### src/rtl/pc_gen.sv
// pc_gen: fetch program-counter generator with an optional direct-mapped BTB.
// Define PC_BTB_EN to build the branch target buffer; otherwise prediction is plain pc+4.
module pc_gen #(
    parameter int              XLEN        = 32,
    parameter logic [XLEN-1:0] RESET_VEC   = '0,
    parameter int              BTB_ENTRIES = 16
) (
    input  logic            clk,
    input  logic            rst,
    input  logic            trap_valid,
    input  logic [XLEN-1:0] trap_addr,
    input  logic            br_ctrl,
    input  logic [XLEN-1:0] br_addr,
    input  logic            pc_stall,
    input  logic            upd_valid,
    input  logic [XLEN-1:0] upd_pc,
    input  logic [XLEN-1:0] upd_target,
    input  logic            upd_taken,
    output logic [XLEN-1:0] pc_o,
    output logic            pred_o,
    output logic [XLEN-1:0] pred_tgt_o
);
    logic [XLEN-1:0] pc_q, pc_d, seq_pc;
    assign seq_pc = pc_q + XLEN'(4);
    assign pc_o   = pc_q;
    always_comb begin
        pc_d = trap_valid ? {trap_addr[XLEN-1:2], 2'b00} :
               br_ctrl    ? {br_addr[XLEN-1:2], 2'b00}   :
               pc_stall   ? pc_q                         : pred_tgt_o;
    end
    always_ff @(posedge clk) begin
        pc_q <= !rst ? RESET_VEC : pc_d;
    end
`ifdef PC_BTB_EN
    localparam int IDX_W = $clog2(BTB_ENTRIES);
    localparam int TAG_W = XLEN - 2 - IDX_W;
    logic [BTB_ENTRIES-1:0] valid_q;
    logic [TAG_W-1:0]       tag_q [BTB_ENTRIES];
    logic [XLEN-3:0]        tgt_q [BTB_ENTRIES];
    logic [IDX_W-1:0]       rd_idx, wr_idx;
    logic                   hit, upd_match, unused_bits;
    assign rd_idx      = pc_q[IDX_W+1:2];
    assign wr_idx      = upd_pc[IDX_W+1:2];
    assign hit         = valid_q[rd_idx] && (tag_q[rd_idx] == pc_q[XLEN-1:IDX_W+2]);
    assign upd_match   = tag_q[wr_idx] == upd_pc[XLEN-1:IDX_W+2];
    assign pred_o      = hit;
    assign pred_tgt_o  = hit ? {tgt_q[rd_idx], 2'b00} : seq_pc;
    assign unused_bits = ^{trap_addr[1:0], br_addr[1:0], upd_pc[1:0], upd_target[1:0]};
    // Not-taken only drops an entry that belongs to this PC; aliases are left alone.
    always_ff @(posedge clk) begin
        if (!rst)
            valid_q <= '0;
        else if (upd_valid && (upd_taken || upd_match))
            valid_q[wr_idx] <= upd_taken;
    end
    always_ff @(posedge clk) begin
        if (rst && upd_valid && upd_taken) begin
            tag_q[wr_idx] <= upd_pc[XLEN-1:IDX_W+2];
            tgt_q[wr_idx] <= upd_target[XLEN-1:2];
        end
    end
`else
    logic unused_bits;
    assign pred_o      = 1'b0;
    assign pred_tgt_o  = seq_pc;
    assign unused_bits = ^{trap_addr[1:0], br_addr[1:0], upd_valid, upd_pc, upd_target, upd_taken};
`endif
endmodule
### config.mk
export PLATFORM = sky130hd
export DESIGN_NAME = pc_gen
export DESIGN_NICKNAME = d
export VERILOG_FILES = /design/src/rtl/pc_gen.sv
export SDC_FILE = /design/constraint.sdc
export NUM_CORES = 1
export LEC_CHECK = 0
export ABC_AREA = 1
export CORE_ASPECT_RATIO = 0.6
export CORE_MARGIN = 3
export CORE_UTILIZATION = 31
export DETAILED_ROUTE_END_ITERATION = 6
export PLACE_DENSITY_LB_ADDON = 0.2
export REMOVE_ABC_BUFFERS = 1
export SLEW_MARGIN = 25
export SYNTH_ARGS = -nofsm -noshare
export SYNTH_HDL_FRONTEND = slang
export SYNTH_SLANG_ARGS = --single-unit
export TNS_END_PERCENT = 50
### constraint.sdc
create_clock -name clk -period 1.4 [get_ports clk]
set_clock_uncertainty 0.15 [all_clocks]
set_input_delay 0.14 -clock clk [delete_from_list [all_inputs] [get_ports clk]]
set_output_delay 0.14 -clock clk [all_outputs]
set_load 0.1 [all_outputs]
# After elaboration in Yosys (flattened, before gate mapping)
# Cells that the tools add are included.
[totals]
ff_bits = 32
out_inout_bits = 65
[op_classes]
muxes = 3
n_eq_ne = 1
bitwise_logic = 1
addsub = 1
n_reduce_logical = 1
[ops]
columns = ["cell", "n"]
rows = [
  ["2-to-1 mux 32 bit", 3],
  ["adder 32 x 3 -> 32 bit (second input constant)", 1],
  ["!= test 3 bit (second input constant)", 1],
  ["OR reduction 3 bit", 1],
  ["inverter 1 bit", 1],
]

# Logic depth before layout (Yosys ltp)
[logic_depth]
word_depth = 4
depth_mapped = 11

# Worst setup path after synthesis
# Ideal clock, no wire load.
[synth_timing]
path_kind = "flip-flop to flip-flop"
start = "register pc_q[2], in the netlist pc_o[2]"
end = "register pc_q[9], in the netlist pc_o[9]"
path_stages_with_launch = 7
period_less_slack_ns = 4.351
arrival_time_ns = 4.129
required_ns = 1.179
slack_ns = -2.951
cell_sequence = "dfxtp_1 -> inv_1 -> nor2_4 -> nand2_4 -> xnor2_1 -> o21ai_0 -> a21oi_1"
[synth_between]
elab_chain_cells = 4
[synth_rtl]
columns = ["item", "line", "rtl"]
rows = [
  ["from (decl)", "23", "logic [XLEN-1:0] pc_q, pc_d, seq_pc;"],
  ["from (signal assigned)", "32", "pc_q <= !rst ? RESET_VEC : pc_d;"],
  ["adder 32 x 3 -> 32 bit", "24", "assign seq_pc = pc_q + XLEN'(4);"],
  ["net pred_tgt_o[9]", "21", "output logic [XLEN-1:0] pred_tgt_o"],
  ["2-to-1 mux 32 bit", "29", "pc_stall ? pc_q : pred_tgt_o;"],
  ["2-to-1 mux 32 bit", "28", "br_ctrl ? {br_addr[XLEN-1:2], 2'b00} :"],
  ["2-to-1 mux 32 bit", "27", "pc_d = trap_valid ? {trap_addr[XLEN-1:2], 2'b00} :"],
]
# The timed path passes the listed nets, and every way through them passes these cells. The select of a mux whose other input is x is not followed.
# A chain may end at the register's enable or synchronous reset.

# Worst setup path after layout
[layout_timing]
start = "register pc_q[3], in the netlist pc_o[3]"
end = "output pred_tgt_o[23]"
[layout_between]
elab_chain_cells = 1
[layout_rtl]
columns = ["item", "line"]
rows = [
  ["adder 32 x 3 -> 32 bit", "24"],
  ["to (decl)", "21"],
]
# No other way between the ends.

==> flow_summary.toml <==
[critical_path]
crit_path_max_fanout = 5
endpoint_kind = "output port"
critical_path_class = "reg -> out"
start_kind = "flip-flop"
crit_arrival_ps = 1750
crit_required_ps = 1110

[floorplanning]
coreArea_um2 = 8010
initial_utilization = 0.324
die_x_um = 124
io_pins = 200
placementRows = 25
die_h_um = 76.9
die_area_um2 = 9540

[route]
ant_nets = 0
drt_first_pass_iters = 7
first_iter_violations = 335
highest_layer = "met4"
vias = 3919
post_drt_wl_per_cell_um = 16.9
wl_met3_um = 1230
totalWireLength_um = 12800
viasPerCell = 5.16
wl_met1_um = 5730
drc = 0
wl_met2_um = 5750

[yosys]
synth_top_area_share = 0.231
synth.most_common_cell = "nand2_1"
netlist.top_cell.by_area = "dfxtp_1"
synth.top_cells.by_area = "dfxtp_1, nand2_1, nor2_1"
yosysWarningCount = 0
ys.flop_type = "dfxtp_1"
synth_cell_types = 29
synthCells = 463
ys_seq_area_frac = 0.231
ys_ff_latch = 30
synthArstFlopShare = 0
syn_area_per_cell_um2 = 5.61
syn-cell-area_um2 = 2600
synthTopCellsByCount = "nand2_1, nor2_1, a21oi_1, o21ai_0, inv_1"
synth_edf_count = 0

[placement]
placed_cells = 732
finalWeightedCongestion = 0.938
hpwl_um = 8530
portBuffers = 124

[clock_network]
root_buffer = "clkbuf_16"
numCtsBuffers = 5
cts_tree = "done"
path_clk_slew_ps = 50
insertion_delay_ps = 270
cts.sinks = 30
htree_levels = 2
cts_buffer_depth = 2

[global_routing]
grt_pass1_wl_um = 17900
grt_pass1_vias = 3677
grt-ovfl-total = 0
antenna_found_initial = 0
track_usage = 0.234
grt_max_degree = 38

[final_layout]
drive_above_1_share = 0.449
area_growth_syn_to_layout_pct = 127
stdcell_count = 759
largest_reg_flops = 30
nets = 786
diodes = 0
fin_util = 0.735
fillers = 574

[sta]
period_share = 1.46
rsz0062_at_grt = "true"
hold_viol = 0
finalSetupViolCount = 57
timing.fmax_mhz = 491
timing.final.ws_setup_ps = -639
period_needed_ps = 2040
maxSlewViolCount = 0

[power_and_ir_drop]
total_power_mw = 5.06
ir_drop_v = 0.000656
power.density_nw_per_um2 = 859
cellLeakagePower_nw = 2.43

[worst_hold_path]
hold_class = "in -> reg"

[outcome]
status = "complete, but fails checks"
violations = "negative setup slack"

[flow_run]
maxCapViolations = 0
-- power breakdown --
part	leakage, nW	switching (mW)	internal (mW)
registers	0.255	0.0862	0.933
clock network	0.0832	0.388	0.804
logic	2.10	1.77	1.08
-- stage by stage --
step / area (um^2) / hold slack, ps / worst slack [ps] / TNS, ps
finish: 5890 / 214 / -639 / -23350
global route: 5890 / 244 / -717 / -27180
CTS: 5560 / 222 / -603 / -21190
detailed placement: 4950 / 487 / -418 / -16410
global placement: 4950 / 472 / -354 / -13740
floorplan: 2480 / 128 / -2950 / -100860
-- per-layer routing --
layer,track usage,up-vias
met4,0.0546,0
met5,0,-
met3,0.0656,21
met2,0.356,224
li1,-,1849
met1,0.327,1825
-- final cells by class --
cell class | count | area, um^2 | area share
Sequential cell | 30 | 629 | 0.107
Tap cell | 108 | 135 | 0.0229
Inverter | 38 | 145 | 0.0246
Clock buffer | 8 | 166 | 0.0283
Multi-Input combinational cell | 373 | 2280 | 0.387
Timing Repair Buffer | 202 | 2540 | 0.431
-- timing repair --
item | in CTS | in global routing
buffers inserted | 13 | 7
setup endpoints to repair | 58 | 59
pin swaps | 33 | 29
resized for setup | 102 | 82
cloned | 0 | 0
hold buffers | 0 | 0
-- layout by cell type, fill, tap and decap left out, drive strengths merged --
cell	netlist	final
a21boi	1	1
nor2	97	97
clkdlybuf4s50	0	63
conb	1	5
and2	1	1
clkbuf	15	8
dfxtp	30	30
o211ai	1	1
xnor2	3	3
o21ai	52	52
buf	11	139
inv	38	38
ha	1	1
nand4	1	1
xor2	4	4
or2	1	1
nand3b	2	2
a21oi	54	54
nand3	28	28
nand2	122	122
-- final timing paths --
path / start / end / slack [ps] / cells past startpoint
max: pc_o[3] / pred_tgt_o[23] / -640 / 9
min: trap_valid / pc_o[3] / 210 / 5
max reg2reg: pc_o[3] / pc_o[20] / -410 / 10
min reg2reg: pc_o[6] / pc_o[6] / 460 / 2
-- kinds of logic (layout without fill, tap and decap cells) --
logic type / count (synthesis) / after routing / synth area share
xor+xnor: 7 / 7 / 0.0236
simple gates: 252 / 252 / 0.420
other cells: 1 / 5 / 0.00144
buf+inv: 64 / 248 / 0.104
compound gates: 108 / 108 / 0.214
fa+ha+maj: 1 / 1 / 0.00482
flops: 30 / 30 / 0.231
-- worst max-delay path, cell delays in order, from the launching register on --
cell     delay (ps)
dfxtp_4         360
buf_6           110
nand2_4          40
nor2_4          150
nand2_2         110
nor2_4          270
nand2_2          90
nand2_2          90
nand2_2          80
buf_12          170
Power figures use the tool's default switching activity.
